<file path="config.mk">
export PLATFORM = sky130hd
export DESIGN_NAME = nbr_select_ctrl
export DESIGN_NICKNAME = d
export VERILOG_FILES = /design/src/rtl/nbr_select_ctrl.sv
export SDC_FILE = /design/constraint.sdc
export NUM_CORES = 1
export LEC_CHECK = 0
export BUFFER_PORTS_ARGS = -buffer_cell sky130_fd_sc_hd__buf_4
export CAP_MARGIN = 15
export CORE_MARGIN = 2
export CORE_UTILIZATION = 35
export CTS_BUF_LIST = sky130_fd_sc_hd__clkbuf_4 sky130_fd_sc_hd__clkbuf_8
export DETAILED_ROUTE_END_ITERATION = 10
export HOLD_SLACK_MARGIN = 0.02
export PLACE_DENSITY = 0.61
export SYNTH_ARGS = -nofsm -noshare
export SYNTH_HDL_FRONTEND = slang
export SYNTH_SLANG_ARGS = --single-unit
</file>
<file path="constraint.sdc">
create_clock -name clock -period 7.16 [get_ports clock]
set_input_delay 0.716 -clock clock [delete_from_list [all_inputs] [get_ports clock]]
set_output_delay 0.716 -clock clock [all_outputs]
set_load 0.005 [all_outputs]
</file>
<file path="src/rtl/nbr_select_ctrl.sv">
// nbr_select_ctrl: sequencer for the modulo address reducer in the
// neighbour-selection path. Draws a 16-bit Galois LFSR value, pulses the
// reducer's local reset, launches it, waits for its result, then fetches the
// chosen neighbour word from memory and reports it with a one-cycle done.
// Optional feature macro: NBR_SEL_TIMEOUT_EN (bounded wait on the reducer).
module nbr_select_ctrl #(
    parameter int unsigned AW      = 16,
    parameter int unsigned DW      = 16,
    parameter int unsigned TIMEOUT = 64
) (
    input  logic          clock,
    input  logic          nreset,
    input  logic          start,
    input  logic [AW-1:0] better_count,
    input  logic [AW-1:0] mem_base,
    input  logic          seed_load,
    input  logic [15:0]   seed,
    output logic          busy,
    output logic          done,
    output logic          empty,
    output logic          error,
    output logic [DW-1:0] selected,
    output logic          rng_nreset,
    output logic          rng_start,
    output logic [15:0]   rng_which,
    output logic [AW-1:0] rng_count,
    input  logic [AW-1:0] rng_address,
    input  logic          rng_done,
    output logic          mem_rd,
    output logic [AW-1:0] mem_addr,
    input  logic [DW-1:0] mem_rdata,
    input  logic          mem_valid
);

    typedef enum logic [2:0] {
        S_IDLE,
        S_CLEAR,
        S_LAUNCH,
        S_WAIT_RNG,
        S_FETCH,
        S_WAIT_MEM,
        S_FIN
    } state_t;

    localparam logic [15:0] LFSR_INIT = 16'hACE1;
    localparam logic [15:0] LFSR_TAPS = 16'hB400;

    state_t        state;
    state_t        state_nx;
    logic [15:0]   lfsr;
    logic [AW-1:0] base_q;
    logic          empty_q;
    logic          err_q;
    logic          timeout_hit;
    logic          accept;
    logic [AW-1:0] index;

    assign accept = (state == S_IDLE) && start;
    assign busy   = (state != S_IDLE);
    assign rng_start = (state == S_LAUNCH);
    assign mem_rd    = (state == S_FETCH);
    // Out-of-range reducer results fall back to the first list entry.
    assign index = (rng_address >= rng_count) ? '0 : rng_address;

`ifdef NBR_SEL_TIMEOUT_EN
    localparam int unsigned TW = $clog2(TIMEOUT + 1);
    localparam logic [TW-1:0] TMO_LAST = TW'(TIMEOUT - 1);
    logic [TW-1:0] tmo_cnt;

    // Count cycles spent waiting on the reducer; cleared in every other state.
    always_ff @(posedge clock or negedge nreset) begin
        if (!nreset) tmo_cnt <= '0;
        else if (state == S_WAIT_RNG) tmo_cnt <= tmo_cnt + 1'b1;
        else tmo_cnt <= '0;
    end

    // Remember a timeout so it can be reported alongside done.
    always_ff @(posedge clock or negedge nreset) begin
        if (!nreset) begin
            err_q <= 1'b0;
            error <= 1'b0;
        end else begin
            if (accept) err_q <= 1'b0;
            else if (timeout_hit) err_q <= 1'b1;
            error <= (state == S_FIN) && err_q;
        end
    end
`else
    assign err_q = 1'b0;
    assign error = 1'b0;
`endif

    // State register.
    always_ff @(posedge clock or negedge nreset) begin
        if (!nreset) state <= S_IDLE;
        else state <= state_nx;
    end

    // Next-state logic; a timeout also requests a reducer reset pulse.
    always_comb begin
        state_nx    = state;
        timeout_hit = 1'b0;
        case (state)
            S_IDLE:     if (start) state_nx = (better_count == '0) ? S_FIN : S_CLEAR;
            S_CLEAR:    state_nx = S_LAUNCH;
            S_LAUNCH:   state_nx = S_WAIT_RNG;
            S_WAIT_RNG: begin
                if (rng_done) state_nx = S_FETCH;
`ifdef NBR_SEL_TIMEOUT_EN
                else if (tmo_cnt == TMO_LAST) begin
                    state_nx    = S_FIN;
                    timeout_hit = 1'b1;
                end
`endif
            end
            S_FETCH:    state_nx = S_WAIT_MEM;
            S_WAIT_MEM: if (mem_valid) state_nx = S_FIN;
            S_FIN:      state_nx = S_IDLE;
            default:    state_nx = S_IDLE;
        endcase
    end

    // Datapath registers: LFSR, latched request, reducer/memory outputs, results.
    always_ff @(posedge clock or negedge nreset) begin
        if (!nreset) begin
            lfsr       <= LFSR_INIT;
            base_q     <= '0;
            empty_q    <= 1'b0;
            rng_count  <= '0;
            rng_which  <= '0;
            rng_nreset <= 1'b0;
            mem_addr   <= '0;
            selected   <= '0;
            done       <= 1'b0;
            empty      <= 1'b0;
        end else begin
            // Registered so the reducer stays in reset while nreset is low.
            rng_nreset <= !((state_nx == S_CLEAR) || timeout_hit);
            if (accept) begin
                rng_count <= better_count;
                base_q    <= mem_base;
                empty_q   <= (better_count == '0);
            end
            if ((state == S_IDLE) && seed_load)
                lfsr <= (seed == 16'h0000) ? LFSR_INIT : seed;
            else if (state == S_LAUNCH)
                lfsr <= {1'b0, lfsr[15:1]} ^ (lfsr[0] ? LFSR_TAPS : 16'h0000);
            // Loaded on entry to LAUNCH so rng_which is valid with rng_start.
            if (state == S_CLEAR) rng_which <= lfsr;
            if ((state == S_WAIT_RNG) && rng_done) mem_addr <= base_q + index;
            if ((state == S_WAIT_MEM) && mem_valid) selected <= mem_rdata;
            done  <= (state == S_FIN);
            empty <= (state == S_FIN) && empty_q;
        end
    end

endmodule

</file>
## After elaboration in Yosys (flattened, before gate mapping)

Index checks and enable logic that the tools add are counted.

| storage, ports and cells | value |
|---|---|
| register bits | 103 |
| word-level logic and storage cells | 42 |

| operators by class | value |
|---|---|
| bitwise logic cells | 1 |
| $add $sub $neg | 1 |
| magnitude comparators | 1 |
| muxes and demuxes | 10 |
| equal/unequal tests | 7 |
| reduce and logical (&&, ||, !) cells | 11 |

Operators by type and width:

| cell | number |
|---|---|
| 16-bit two-way mux | 5 |
| 16-bit zero test | 2 |
| 3-bit case mux with 6 select lines | 1 |
| 16-bit adder | 1 |
| 16-bit >= comparator | 1 |
| 15-bit by 16-bit bitwise XOR with 16-bit output | 1 |
| 3-bit two-way mux | 4 |
| 3-bit == test (second input constant) | 3 |
| 3-bit by 1-bit == test with 1-bit output (second input constant) | 2 |
| 3-bit by 2-bit == test with 1-bit output (second input constant) | 2 |
| 1-bit logical AND | 5 |
| 3-bit zero test | 1 |
| 3-bit nonzero test | 1 |
| 2-bit nonzero test | 1 |
| 1-bit zero test | 1 |

## Logic depth before layout (Yosys ltp)

Gate-level depths: netlist of the first run.

| depth | value |
|---|---|
| depth after elaboration | 6 |
| depth in mapped cells | 17 |
| depth with buffers taken out | 16 |

## Worst setup path before layout of the first run

No wires, ideal clock.

| path | value |
|---|---|
| path kind | input -> register |
| start point | input port rng_address[0] |
| end point | register mem_addr[15] |
| path buffers | 2 |
| data required time | 7.029 ns |
| setup time | 0.131 ns |
| path slack | 3.424 ns |
| cell stages on the path | 17 |
| data arrival time | 3.605 ns |
| cell sequence | inv_1 > ha_1 > nand2b_1 > a2111o_1 > nand3_1 > nand2_1 > nor2_1 > buf_2 > and2_1 > ha_1 > buf_2 > a21oi_1 > o21ai_1 > a21o_1 > a21o_1 > o2111ai_1 > or3b_1 |

| on the way | value |
|---|---|
| cells in the longest elaborated chain, start to end | 3 |

RTL lines:

| item | RTL line | RTL |
|---|---|---|
| from (decl) | 27 | `input logic [AW-1:0] rng_address,` |
| 16-bit >= comparator | 63 | `assign index = (rng_address >= rng_count) ? '0 : rng_address;` |
| 16-bit two-way mux * | 63 |  |
| 16-bit adder * | 150 | `if ((state == S_WAIT_RNG) && rng_done) mem_addr <= base_q + index;` |
| to (signal assigned) | 150 |  |
| to (decl) | 30 | `output logic [AW-1:0] mem_addr,` |

Every way passes the cells marked *; elsewhere a longest branch is shown, timed or not.
A chain may end at the register's enable or synchronous reset.

## Worst setup path after layout of the first run

| path | value |
|---|---|
| start point | register rng_count[0] |
| end point | register mem_addr[8] |

| on the way | value |
|---|---|
| cells in the longest elaborated chain, start to end | 3 |

RTL lines:

| item | RTL line | RTL |
|---|---|---|
| from (decl) | 26 | `output logic [AW-1:0] rng_count,` |
| from (signal assigned) | 140 | `rng_count <= better_count;` |
| 16-bit >= comparator | 63 |  |
| 16-bit two-way mux | 63 |  |
| 16-bit adder | 150 |  |

Every way passes these cells.

==> impl_summary.txt, run 1 <==
----------------------------------------------------
[Placed design]
  Number of buffers added on ports ... 155
  Cells after DPL ... 851
  Instance area after placement ... 6693 sq um
  Final weighted congestion of routability-driven global placement ... 0.9385
  Setup slack after placement ... 2.786 ns
  Placed wire-length estimate after detailed placement ... 10,890 um

[Clocking]
  Insertion delay to the later sink of the worst-skew pair ... 0.40 ns
  Total number of H-tree levels ... 3
  Buffer count from post-CTS setup fixing ... 0
  Maximum clock path buffer count ... 2
  CTS tree ... done
  Number of hold buffers added after cts ... 0
  Inserted Clock Buffers ... 9
  Cell chosen for the clock root ... sky130_fd_sc_hd__clkbuf_8
  Post-CTS clock slew at the launch and capture registers of the worst setup and hold paths ... 0.11 ns
  Clock sinks ... 103
  Cts repair resizes ... 0

[Synthesis]
  Yosys synthesis warning count ... 0
  Adder and majority gate portion of the synthesized area ... 7.560%
  Ranking of synthesized cells by area ... sky130_fd_sc_hd__dfrtp_1 44%, sky130_fd_sc_hd__mux2_2 7.7%, sky130_fd_sc_hd__ha_1 7.2%, sky130_fd_sc_hd__nand2_1 5.6%, sky130_fd_sc_hd__dfstp_2 3.9%
  Library cells used by synthesis ... 53
  Share of Yosys cell area claimed by the top area cell type ... 44.06%
  Post-synthesis compound-gate area fraction ... 14.36%
  Cell taking the most area after synthesis ... sky130_fd_sc_hd__dfrtp_1
  Post-synthesis instance total ... 531
  Simple-gate area share of the yosys netlist ... 15.14%
  Combinational family with the most area after synthesis ... simple AND/OR/NAND/NOR gates
  Cell area after synthesis ... 5395 sq um
  Main flop type after synthesis ... sky130_fd_sc_hd__dfrtp_1
  Synthesized netlist net count ... 649
  Area share of xor/xnor cells in the synthesized design ... 0.9740%
  Register area share after synthesis ... 47.96%
  Synthesis-stage register bit count ... 103
  Share of cell area taken by muxes after synthesis ... 10.02%
  Number of enable-type register cells in the synthesized netlist ... 0
  Mean instance size in the synthesized netlist ... 10.16 sq um
  Fraction of registers with async set/reset ... 100.0%

[Route]
  Total met2 wirelength after detailed routing ... 6714 um
  DR iter-0 viols ... 394
  Final wirelength ... 14,170 um
  Overall via count from detail_route ... 4,491
  Iteration count of the initial detailed-routing pass ... 5
  Remaining DRCs ... 0
  WL met3 ... 911 um
  Wire length the detailed router placed on met1 ... 6243 um
  Remaining antenna violation count after routing ... 0
  Average wire per standard cell ... 16.32 um
  Via density per instance ... 5.174
  Highest routed layer ... met4

[Floorplanning]
  Effective utilization at floorplan ... 35.62%
  Area inside the core boundary ... 15,150 sq um
  Width of the chip ... 128.2 um
  Rows ... 45
  Number of primary I/O pins ... 157
  DIE AREA ... 16,420 sq um
  Die span in y ... 128.2 um

[Pwr]
  Share of power burned in the clock network ... 13.6%
  Power per Cell Area ... 429.1 nW/um^2
  VDD IR max ... 0.0002168 V
  Switching power ... 1.166 mW
  Leak pwr ... 3.316 nW
  Portion of total power attributed to sequential cells ... 36.4%
  Internal portion of total power ... 1.805 mW
  Power Total ... 2.971 mW
  Comb pwr share ... 50.1%
  Switching portion of total power ... 39.24%

[Setup path]
  Crit-path most repeated cell ... sky130_fd_sc_hd__o21a_1
  Longest individual stage delay on the worst path ... 0.56 ns
  Slowest library cell on the worst path ... sky130_fd_sc_hd__nor2_1
  Worst endpoint data arrival time ... 4.17 ns
  Family of cells with the greatest summed delay on the critical path ... compound AO/OA/AOI/OAI gates
  CP Launch Type ... flop
  Number of buffer and inverter instances along the worst setup path ... 0
  Critical path class ... flop to flop
  Crit path from ... rng_count[0]
  Required @ worst endpoint ... 7.41 ns
  Launch point of the worst reg-to-reg path ... rng_count[0]
  Worst-path cell chain ... ha_1, nand2b_1, a2111o_1, nand3_1, nand2_1, nor2_1, and2_1, ha_1, nor2b_1, o21a_1, o21a_1, o21a_1, o311ai_0, o211ai_1
  Worst Path Max Fanout ... 15
  Type of destination of the critical path ... flop

[Timing]
  Setup repair after global routing missed its margin ... no
  Post-layout minimum cycle time ... 3.918 ns
  Final-layout worst hold slack ... 0.2876 ns
  Worst setup skew after layout ... 0.01545 ns
  Worst slew margin relative to its limit ... 33.69%
  Final worst setup slack ... 3.242 ns
  Number of endpoints failing setup at the final stage ... 0
  Final worst path period share ... 54.72%
  Achievable frequency ... 255.2 MHz
  Setup TNS ... 0 ns
  Transition time at the pin with the least slew margin ... 0.9947 ns
  Final Max Tran Viols ... 0
  Number of hold violations in the final report ... 0

[Hold path]
  HP Class ... input port to async pin

[Global route]
  Antenna violations before repair ... 0
  Vias in the first global route ... 4,289
  Maximum number of pins on one net before global-route repair ... 61
  Aggregate global routing overflow ... 0
  Wire length of the first global-routing pass ... 22,150 um
  Tot GR Track Use ... 17.49%

[Final layout]
  Non-filler cells in the finished layout ... 868
  Commonest cells after routing, fill and taps aside ... 157 x sky130_fd_sc_hd__buf_4, 95 x sky130_fd_sc_hd__dfrtp_1, 81 x sky130_fd_sc_hd__nand2_1
  Final standard cell area without fillers ... 6924 sq um
  Ant. Diodes ... 0
  Layout Area Growth over Synthesis ... 28.34%
  Net count reported at finish ... 793
  Most common cell after layout, fill and taps aside ... sky130_fd_sc_hd__buf_4
  Fraction of layout cells with a size suffix above 1 ... 33.24%
  Final core utilization ... 45.72%

[Run status]
  Result of the run ... finished clean

[Run]
  Max-cap violations ... 0

----------------------------------------------------
## power by group through the flow
stage | logic [mW] | registers, mW | clock network [mW]
after floorplan | 0.956 | 1.03 | 0
after global placement | 1.44 | 1.08 | 0
after detailed placement | 1.48 | 1.10 | 0
after CTS | 1.49 | 1.09 | 0.419
after global routing | 1.66 | 1.12 | 0.442
final | 1.49 | 1.08 | 0.404
## synth_stat cells (4+ instances only)
cell type / count
sky130_fd_sc_hd__nand2_1: 81
sky130_fd_sc_hd__nand3_1: 6
sky130_fd_sc_hd__dfrtp_1: 95
sky130_fd_sc_hd__o211ai_1: 4
sky130_fd_sc_hd__o21ai_0: 30
sky130_fd_sc_hd__buf_2: 13
sky130_fd_sc_hd__o31ai_1: 5
sky130_fd_sc_hd__mux2_2: 37
sky130_fd_sc_hd__nand2b_1: 4
sky130_fd_sc_hd__inv_1: 24
sky130_fd_sc_hd__nor4_1: 8
sky130_fd_sc_hd__o21ai_1: 4
sky130_fd_sc_hd__nand4_1: 5
sky130_fd_sc_hd__xnor2_1: 5
sky130_fd_sc_hd__a31oi_1: 13
sky130_fd_sc_hd__a21o_1: 10
sky130_fd_sc_hd__nor3b_1: 4
sky130_fd_sc_hd__clkbuf_1: 9
sky130_fd_sc_hd__nor3_1: 7
sky130_fd_sc_hd__mux2_1: 11
sky130_fd_sc_hd__nor2_1: 24
sky130_fd_sc_hd__a21oi_1: 25
sky130_fd_sc_hd__and2_1: 19
sky130_fd_sc_hd__dfstp_2: 8
sky130_fd_sc_hd__o21a_1: 7
sky130_fd_sc_hd__ha_1: 31
## layout make-up
| class | instances | area, sq um |
|---|---|---|
| Fill cell | 1436 | 8222 |
| Multi-Input combinational cell | 378 | 2597 |
| Sequential cell | 103 | 2587 |
| Timing Repair Buffer | 158 | 1194 |
| Tap cell | 188 | 235.2 |
| Clock buffer | 9 | 123.9 |
| Inverter | 25 | 93.84 |
| Clock inverter | 7 | 92.59 |
## registers in the layout, summed over array words and instances (netlist names)
name and count:
base_q 16, done 1, empty 1, empty_q 1
lfsr 16, mem_addr 16, rng_count 16, rng_nreset 1
rng_which 16, selected 16, state 3
## worst paths after layout
check                          endpoint  slack (ns)  depth (start not counted)
setup / recovery            mem_addr[8]        3.24                         14
hold / removal             rng_which[3]        0.29                          1
setup reg to reg            mem_addr[8]        3.24                         14
hold reg to reg            mem_addr[11]        0.49                          2
max in group asynchronous  mem_addr[11]        5.68                          2
min in group clock         mem_addr[11]        0.49                          2
## logic make-up after synthesis
| family | count (synthesis) |
|---|---|
| AOI/OAI and AO/OA | 119 |
| xor gates and xnor gates | 6 |
| adders and majority gates | 32 |
| buffers and inverters | 50 |
| DFF | 103 |
| muxes | 48 |
| other | 1 |
| and+or+nand+nor | 172 |
## layer usage
layer  up-vias  global-route usage, %
met4         0                  6.529
met3        21                  4.674
met5         -                      0
met1      2162                  22.35
li1       2162                      -
met2       146                  28.47
Power figures use the tool's default switching activity.
==> run 2, diff against run 1 <==
Clock period 7.16 ns to 4 ns, I/O delays scaled along.
==> impl_summary.txt, run 2 (synthesis results as in run 1) <==
----------------------------------------------------
[Run status]
  Result of the run ... finished clean

[Timing]
  Worst slew margin relative to its limit ... 34.10% (+0.42 points)
  Worst setup skew after layout ... 0.01478 ns (-0.0006731 ns)
  Setup TNS ... 0 ns (unchanged)
  Post-layout minimum cycle time ... 3.590 ns (-0.3277 ns)
  Final worst setup slack ... 0.4095 ns (-2.832 ns)
  Final Max Tran Viols ... 0 (unchanged)
  Number of endpoints failing setup at the final stage ... 0 (unchanged)
  Number of hold violations in the final report ... 0 (unchanged)
  Final worst path period share ... 89.76% (+35 points)
  Transition time at the pin with the least slew margin ... 0.9884 ns (-0.006283 ns)
  Setup repair after global routing missed its margin ... no
  Achievable frequency ... 278.5 MHz (+9.1%)

[Final layout]
  Commonest cells after routing, fill and taps aside ... 159 x sky130_fd_sc_hd__buf_4, 95 x sky130_fd_sc_hd__dfrtp_1, 81 x sky130_fd_sc_hd__nand2_1
  Multi-input logic area ... 2597 sq um (unchanged)
  Fraction of layout cells with a size suffix above 1 ... 33.38% (+0.15 points)
  Layout fillers ... 1,446 (+0.70%)
  Ant. Diodes ... 0 (unchanged)
  Total area of sequential cells ... 2587 sq um (unchanged)
  Layout Area Growth over Synthesis ... 28.64%
  Most common cell after layout, fill and taps aside ... sky130_fd_sc_hd__buf_4
  Net count reported at finish ... 796 (+0.38%)

[Clocking]
  Inserted Clock Buffers ... 9 (unchanged)
  Post-CTS clock slew at the launch and capture registers of the worst setup and hold paths ... 0.12 ns (about the same)
  Cell chosen for the clock root ... sky130_fd_sc_hd__clkbuf_8
  Buffer count from post-CTS setup fixing ... 0 (unchanged)
  Insertion delay to the later sink of the worst-skew pair ... 0.39 ns (about the same)
  Clock sinks ... 103 (unchanged)
  Total number of H-tree levels ... 3 (unchanged)
  CTS tree ... done
  Maximum clock path buffer count ... 2 (unchanged)
  Cts repair resizes ... 0 (unchanged)

[Setup path]
  Required @ worst endpoint ... 4.27 ns (-3.14 ns)
  Critical path class ... flop to flop
  Type of destination of the critical path ... flop
  Worst endpoint data arrival time ... 3.86 ns (-0.31 ns)
  Number of buffer and inverter instances along the worst setup path ... 1 (+1)
  CP Launch Type ... flop
  Worst Path Max Fanout ... 15 (unchanged)
  Slowest library cell on the worst path ... sky130_fd_sc_hd__dfrtp_1
  Worst-path cell chain ... ha_1, nand2b_1, a2111o_1, nand3_1, nand2_1, nor2_1, buf_4, and2_1, ha_1, a211oi_1, o21bai_1, nand3_1, a21oi_1, o2111ai_1, or3b_1
  Family of cells with the greatest summed delay on the critical path ... compound AO/OA/AOI/OAI gates
  Longest individual stage delay on the worst path ... 0.44 ns (-0.12 ns)

[Route]
  Via density per instance ... 5.161 (-0.26%)
  Overall via count from detail_route ... 4,495 (+0.089%)
  Iteration count of the initial detailed-routing pass ... 5 (unchanged)
  Remaining DRCs ... 0 (unchanged)
  Average wire per standard cell ... 16.27 um (-0.32%)
  Final wirelength ... 14,170 um (about the same)
  DR iter-0 viols ... 369 (-6.3%)
  Remaining antenna violation count after routing ... 0 (unchanged)

[Floorplanning]
  Effective utilization at floorplan ... 35.62% (unchanged)
  Die span in y ... 128.2 um (unchanged)
  DIE AREA ... 16,420 sq um (unchanged)
  Area inside the core boundary ... 15,150 sq um (unchanged)
  Width of the chip ... 128.2 um (unchanged)
  Number of primary I/O pins ... 157 (unchanged)
  Rows ... 45 (unchanged)

[Global route]
  Aggregate global routing overflow ... 0 (unchanged)
  Wire length of the first global-routing pass ... 22,820 um (+3.0%)
  Vias in the first global route ... 4,440 (+3.5%)
  Maximum number of pins on one net before global-route repair ... 84 (+38%)
  Antenna violations before repair ... 0 (unchanged)
  Tot GR Track Use ... 17.87% (+0.38 points)

[Pwr]
  Switching power ... 2.077 mW (+78%)
  VDD IR max ... 0.0003331 V (+54%)
  Leak pwr ... 3.324 nW (+0.24%)
  Internal portion of total power ... 3.191 mW (+77%)
  Share of power burned in the clock network ... 12.5% (-1.1 points)
  Power per Cell Area ... 759.0 nW/um^2 (+77%)
  Comb pwr share ... 50.9% (+0.8 points)
  Portion of total power attributed to sequential cells ... 36.6% (+0.2 points)
  Switching portion of total power ... 39.43% (+0.19 points)

[Placed design]
  Number of buffers added on ports ... 155 (unchanged)
  Final weighted congestion of routability-driven global placement ... 0.9066 (-3.4%)
  Setup slack after placement ... 0.3108 ns (-2.475 ns)
  Placed wire-length estimate after detailed placement ... 10,720 um (-1.5%)

[Run]
  Max-cap violations ... 0 (unchanged)

[Hold path]
  HP Class ... input port to flop

----------------------------------------------------
[run 2: cell count changes in the layout (fill, tap and decap cells not counted)]
cell | before | now
sky130_fd_sc_hd__buf_16 | 0 | 1
sky130_fd_sc_hd__buf_4 | 157 | 159
sky130_fd_sc_hd__buf_8 | 1 | 0
sky130_fd_sc_hd__bufinv_16 | 1 | 0
sky130_fd_sc_hd__clkbuf_8 | 9 | 10
sky130_fd_sc_hd__clkinv_4 | 1 | 2
sky130_fd_sc_hd__dlygate4sd3_1 | 0 | 1
sky130_fd_sc_hd__inv_6 | 1 | 2
sky130_fd_sc_hd__inv_8 | 4 | 2
[run 2: per-layer routing]
metal  GRT usage [%]  vias to the layer above  wire [um]
met1           23.19                     2183       6206
met2           29.10                      131       6800
li1                -                     2169          -
met4           4.719                        0        213
met3           5.509                       12        950
met5               0                        -          0
[run 2: power groups by stage]
stage | Sequential [mW] | Clock (mW) | Combinational [mW]
3_5_place_dp | 1.95 | 0 | 2.69
5_1_grt | 2.00 | 0.727 | 3.02
4_1_cts | 1.93 | 0.689 | 2.70
6_report | 1.93 | 0.659 | 2.68
2_1_floorplan | 1.85 | 0 | 1.71
3_3_place_gp | 1.93 | 0 | 2.61
[run 2: worst min-delay path, cell delays in order]
cell and delay [ns]:
sky130_fd_sc_hd__buf_4 0.09, sky130_fd_sc_hd__nand2_1 0.04, sky130_fd_sc_hd__o21ai_0 0.06
[run 2: metrics by stage]
| step | std cells | hold WS (ns) | power (mW) | cell area, sq um | utilization [%] |
|---|---|---|---|---|---|
| after floorplan | 531 | 0.1044 | 3.563 | 5395 | - |
| after global placement | 853 | 0.4658 | 4.548 | 6708 | 44.29 |
| after detailed placement | 853 | 0.4717 | 4.638 | 6708 | 44.29 |
| after CTS | 869 | 0.1944 | 5.319 | 6903 | 45.58 |
| after global routing | 871 | 0.1966 | 5.748 | 6940 | 45.82 |
| final | 871 | 0.2179 | 5.268 | 6940 | 45.82 |
[run 2: area by class of cell]
cell class | count | area share (%)
Clock buffer | 10 | 1.983
Inverter | 25 | 1.352
Clock inverter | 6 | 0.8293
Tap cell | 188 | 3.389
Sequential cell | 103 | 37.28
Multi-Input combinational cell | 378 | 37.43
Timing Repair Buffer | 161 | 17.74
[run 2: timing repair]
| item | 4_1_cts | 5_1_grt |
|---|---|---|
| hold buffers | 0 | 1 |
| setup endpoints to repair | 0 | 0 |
| endpoints found under the hold margin | 0 | 33 |
[run 2: path summary, 6_finish.rpt]
| check | endpoint | start | slack (ns) | depth (start not counted) |
|---|---|---|---|---|
| min | lfsr[12] | seed[12] | 0.22 | 3 |
| max reg2reg | mem_addr[15] | rng_count[0] | 0.41 | 15 |
| max in group asynchronous | mem_addr[8] | nreset | 2.82 | 3 |
| min reg2reg | mem_addr[10] | mem_addr[10] | 0.49 | 2 |
| min in group asynchronous | rng_count[0] | nreset | 0.51 | 2 |
| max | mem_addr[15] | rng_count[0] | 0.41 | 15 |
==> run 3, diff against run 2 <==
==> constraint.sdc (replaced) <==
create_clock -name clock -period 4 [get_ports clock]
set_input_delay 0.8 -clock clock [delete_from_list [all_inputs] [get_ports clock]]
set_output_delay 0.8 -clock clock [all_outputs]
set_load 0.005 [all_outputs]
==> impl_summary.txt, run 3 (synthesis results as in run 1) <==
----------------------------------------------------
[Run status]
  Result of the run ... finished clean

[Final layout]
  Most common cell after layout, fill and taps aside ... sky130_fd_sc_hd__buf_4
  Layout Area Growth over Synthesis ... 29.89%
  Multi-input logic area ... 2597 sq um (unchanged)
  Commonest cells after routing, fill and taps aside ... 168 x sky130_fd_sc_hd__buf_4, 95 x sky130_fd_sc_hd__dfrtp_1, 81 x sky130_fd_sc_hd__nand2_1
  Non-filler cells in the finished layout ... 879 (+0.92%)
  Layout fillers ... 1,457 (+0.76%)
  Total area of sequential cells ... 2587 sq um (unchanged)
  Net count reported at finish ... 804 (+1.0%)
  Ant. Diodes ... 0 (unchanged)
  Fraction of layout cells with a size suffix above 1 ... 34.30% (+0.92 points)

[Clocking]
  Inserted Clock Buffers ... 9 (unchanged)
  Total number of H-tree levels ... 3 (unchanged)
  CTS tree ... done
  Cts repair resizes ... 0 (unchanged)
  Maximum clock path buffer count ... 2 (unchanged)
  Clock sinks ... 103 (unchanged)
  Buffer count from post-CTS setup fixing ... 0 (unchanged)
  Post-CTS clock slew at the launch and capture registers of the worst setup and hold paths ... 0.11 ns (about the same)
  Cell chosen for the clock root ... sky130_fd_sc_hd__clkbuf_8
  Insertion delay to the later sink of the worst-skew pair ... 0.40 ns (about the same)
  Number of hold buffers added after cts ... 0 (unchanged)

[Floorplanning]
  Area inside the core boundary ... 15,150 sq um (unchanged)
  DIE AREA ... 16,420 sq um (unchanged)
  Width of the chip ... 128.2 um (unchanged)
  Effective utilization at floorplan ... 35.62% (unchanged)
  Die span in y ... 128.2 um (unchanged)
  Number of primary I/O pins ... 157 (unchanged)
  Rows ... 45 (unchanged)

[Timing]
  Worst setup skew after layout ... 0.02090 ns (+0.006120 ns)
  Number of endpoints failing setup at the final stage ... 0 (unchanged)
  Achievable frequency ... 270.5 MHz (-2.9%)
  Post-layout minimum cycle time ... 3.696 ns (+0.1058 ns)
  Final Max Tran Viols ... 0 (unchanged)
  Setup TNS ... 0 ns (unchanged)
  Final worst path period share ... 92.41% (+2.6 points)
  Final worst setup slack ... 0.3038 ns (-0.1058 ns)
  Number of hold violations in the final report ... 0 (unchanged)
  Worst slew margin relative to its limit ... 34.93% (+0.83 points)
  Transition time at the pin with the least slew margin ... 0.9760 ns (-0.01244 ns)
  Setup repair after global routing missed its margin ... no

[Pwr]
  VDD IR max ... 0.0003000 V (-9.9%)
  Leak pwr ... 3.368 nW (+1.3%)
  Switching portion of total power ... 39.11% (-0.32 points)
  Comb pwr share ... 50.9% (about the same)
  Share of power burned in the clock network ... 13.4% (+0.9 points)
  Internal portion of total power ... 3.303 mW (+3.5%)
  Switching power ... 2.121 mW (+2.1%)
  Portion of total power attributed to sequential cells ... 35.7% (-0.9 points)
  Power per Cell Area ... 773.9 nW/um^2 (+2.0%)

[Setup path]
  Worst Path Max Fanout ... 15 (unchanged)
  Worst endpoint data arrival time ... 3.95 ns (+0.09 ns)
  Required @ worst endpoint ... 4.26 ns (about the same)
  CP Launch Type ... input port
  Critical path class ... input port to flop
  Type of destination of the critical path ... flop

[Route]
  Average wire per standard cell ... 16.33 um (+0.39%)
  Remaining antenna violation count after routing ... 0 (unchanged)
  Final wirelength ... 14,360 um (+1.3%)
  DR iter-0 viols ... 273 (-26%)
  Overall via count from detail_route ... 4,469 (-0.58%)
  Via density per instance ... 5.084 (-1.5%)
  Iteration count of the initial detailed-routing pass ... 4 (-1)
  Remaining DRCs ... 0 (unchanged)

[Placed design]
  Final weighted congestion of routability-driven global placement ... 0.9134 (+0.75%)
  Cells after DPL ... 862 (+1.1%)
  Setup slack after placement ... -0.04014 ns (-0.3509 ns)
  Placed wire-length estimate after detailed placement ... 11,120 um (+3.7%)
  Number of buffers added on ports ... 155 (unchanged)

[Run]
  Max-cap violations ... 0 (unchanged)

[Global route]
  Tot GR Track Use ... 17.97% (+0.098 points)
  Antenna violations before repair ... 0 (unchanged)
  Wire length of the first global-routing pass ... 22,870 um (+0.21%)
  Vias in the first global route ... 4,431 (-0.20%)
  Maximum number of pins on one net before global-route repair ... 52 (-38%)
  Aggregate global routing overflow ... 0 (unchanged)

[Hold path]
  HP Class ... input port to async pin

----------------------------------------------------
## run 3: cell types whose count changed in the layout (fill, tap and decap cells not counted)
cell / delta
sky130_fd_sc_hd__dlygate4sd3_1: -1
sky130_fd_sc_hd__inv_8: +1
sky130_fd_sc_hd__buf_4: +9
sky130_fd_sc_hd__buf_6: +1
sky130_fd_sc_hd__bufinv_16: +1
sky130_fd_sc_hd__inv_6: -1
sky130_fd_sc_hd__clkinv_4: -1
sky130_fd_sc_hd__clkbuf_8: -1
sky130_fd_sc_hd__clkinv_8: +1
sky130_fd_sc_hd__buf_16: -1
## run 3: worst max-delay path, stage by stage
cell and delay, ns:
sky130_fd_sc_hd__buf_4 0.11, sky130_fd_sc_hd__ha_1 0.30, sky130_fd_sc_hd__nand4_1 0.24, sky130_fd_sc_hd__a2111oi_4 0.29
sky130_fd_sc_hd__nand3_1 0.14, sky130_fd_sc_hd__nand2_1 0.11, sky130_fd_sc_hd__nor2_1 0.05, sky130_fd_sc_hd__buf_4 0.19
sky130_fd_sc_hd__and2_1 0.17, sky130_fd_sc_hd__ha_1 0.30, sky130_fd_sc_hd__nor2b_1 0.15, sky130_fd_sc_hd__o21a_1 0.18
sky130_fd_sc_hd__o21a_1 0.22, sky130_fd_sc_hd__o21a_1 0.23, sky130_fd_sc_hd__o311ai_0 0.33, sky130_fd_sc_hd__o211ai_1 0.14
## run 3: cell type report
class / count / area share (%)
multi-input combinational: 378 / 37.06
clock inverter: 7 / 1.393
timing repair buffer: 169 / 18.16
inverter: 25 / 1.339
sequential: 103 / 36.92
tap: 188 / 3.357
clock buffer: 9 / 1.768
## run 3: path summary, 6_finish.rpt
path / end / start / slack, ns / depth (start not counted)
max: mem_addr[8] / rng_address[11] / 0.30 / 16
min: mem_addr[2] / nreset / 0.41 / 1
max reg2reg: mem_addr[8] / rng_count[11] / 0.38 / 16
min reg2reg: empty / empty_q / 0.49 / 1
max in group asynchronous: rng_count[13] / nreset / 2.69 / 2
min in group clock: empty / empty_q / 0.49 / 1
## run 3: power groups by stage
| stage | logic (mW) | registers [mW] | clock network, mW |
|---|---|---|---|
| floorplan | 1.71 | 1.85 | 0 |
| CTS | 2.78 | 1.94 | 0.763 |
| global placement | 2.69 | 1.94 | 0 |
| detailed placement | 2.76 | 1.96 | 0 |
| global route | 3.08 | 2.01 | 0.805 |
| finish | 2.76 | 1.93 | 0.728 |
## run 3: through the flow
step           hold slack [ns]  util, %  power, mW  instance area (sq um)
6_report                0.4099    46.27      5.423                   7008
5_1_grt                 0.4358    46.27      5.895                   7008
4_1_cts                 0.4195    46.20      5.476                   6997
3_5_place_dp            0.4719    44.73      4.717                   6775
3_3_place_gp            0.4655    44.73      4.633                   6775
2_1_floorplan           0.4536        -      3.563                   5395
## run 3: metal layers
layer	vias up	part of all wire, %	global-route usage (%)
met5	-	0	0
met1	2131	44	23.23
met4	0	2.4	6.012
met2	142	47	28.78
met3	22	6.4	5.467
li1	2174	-	-
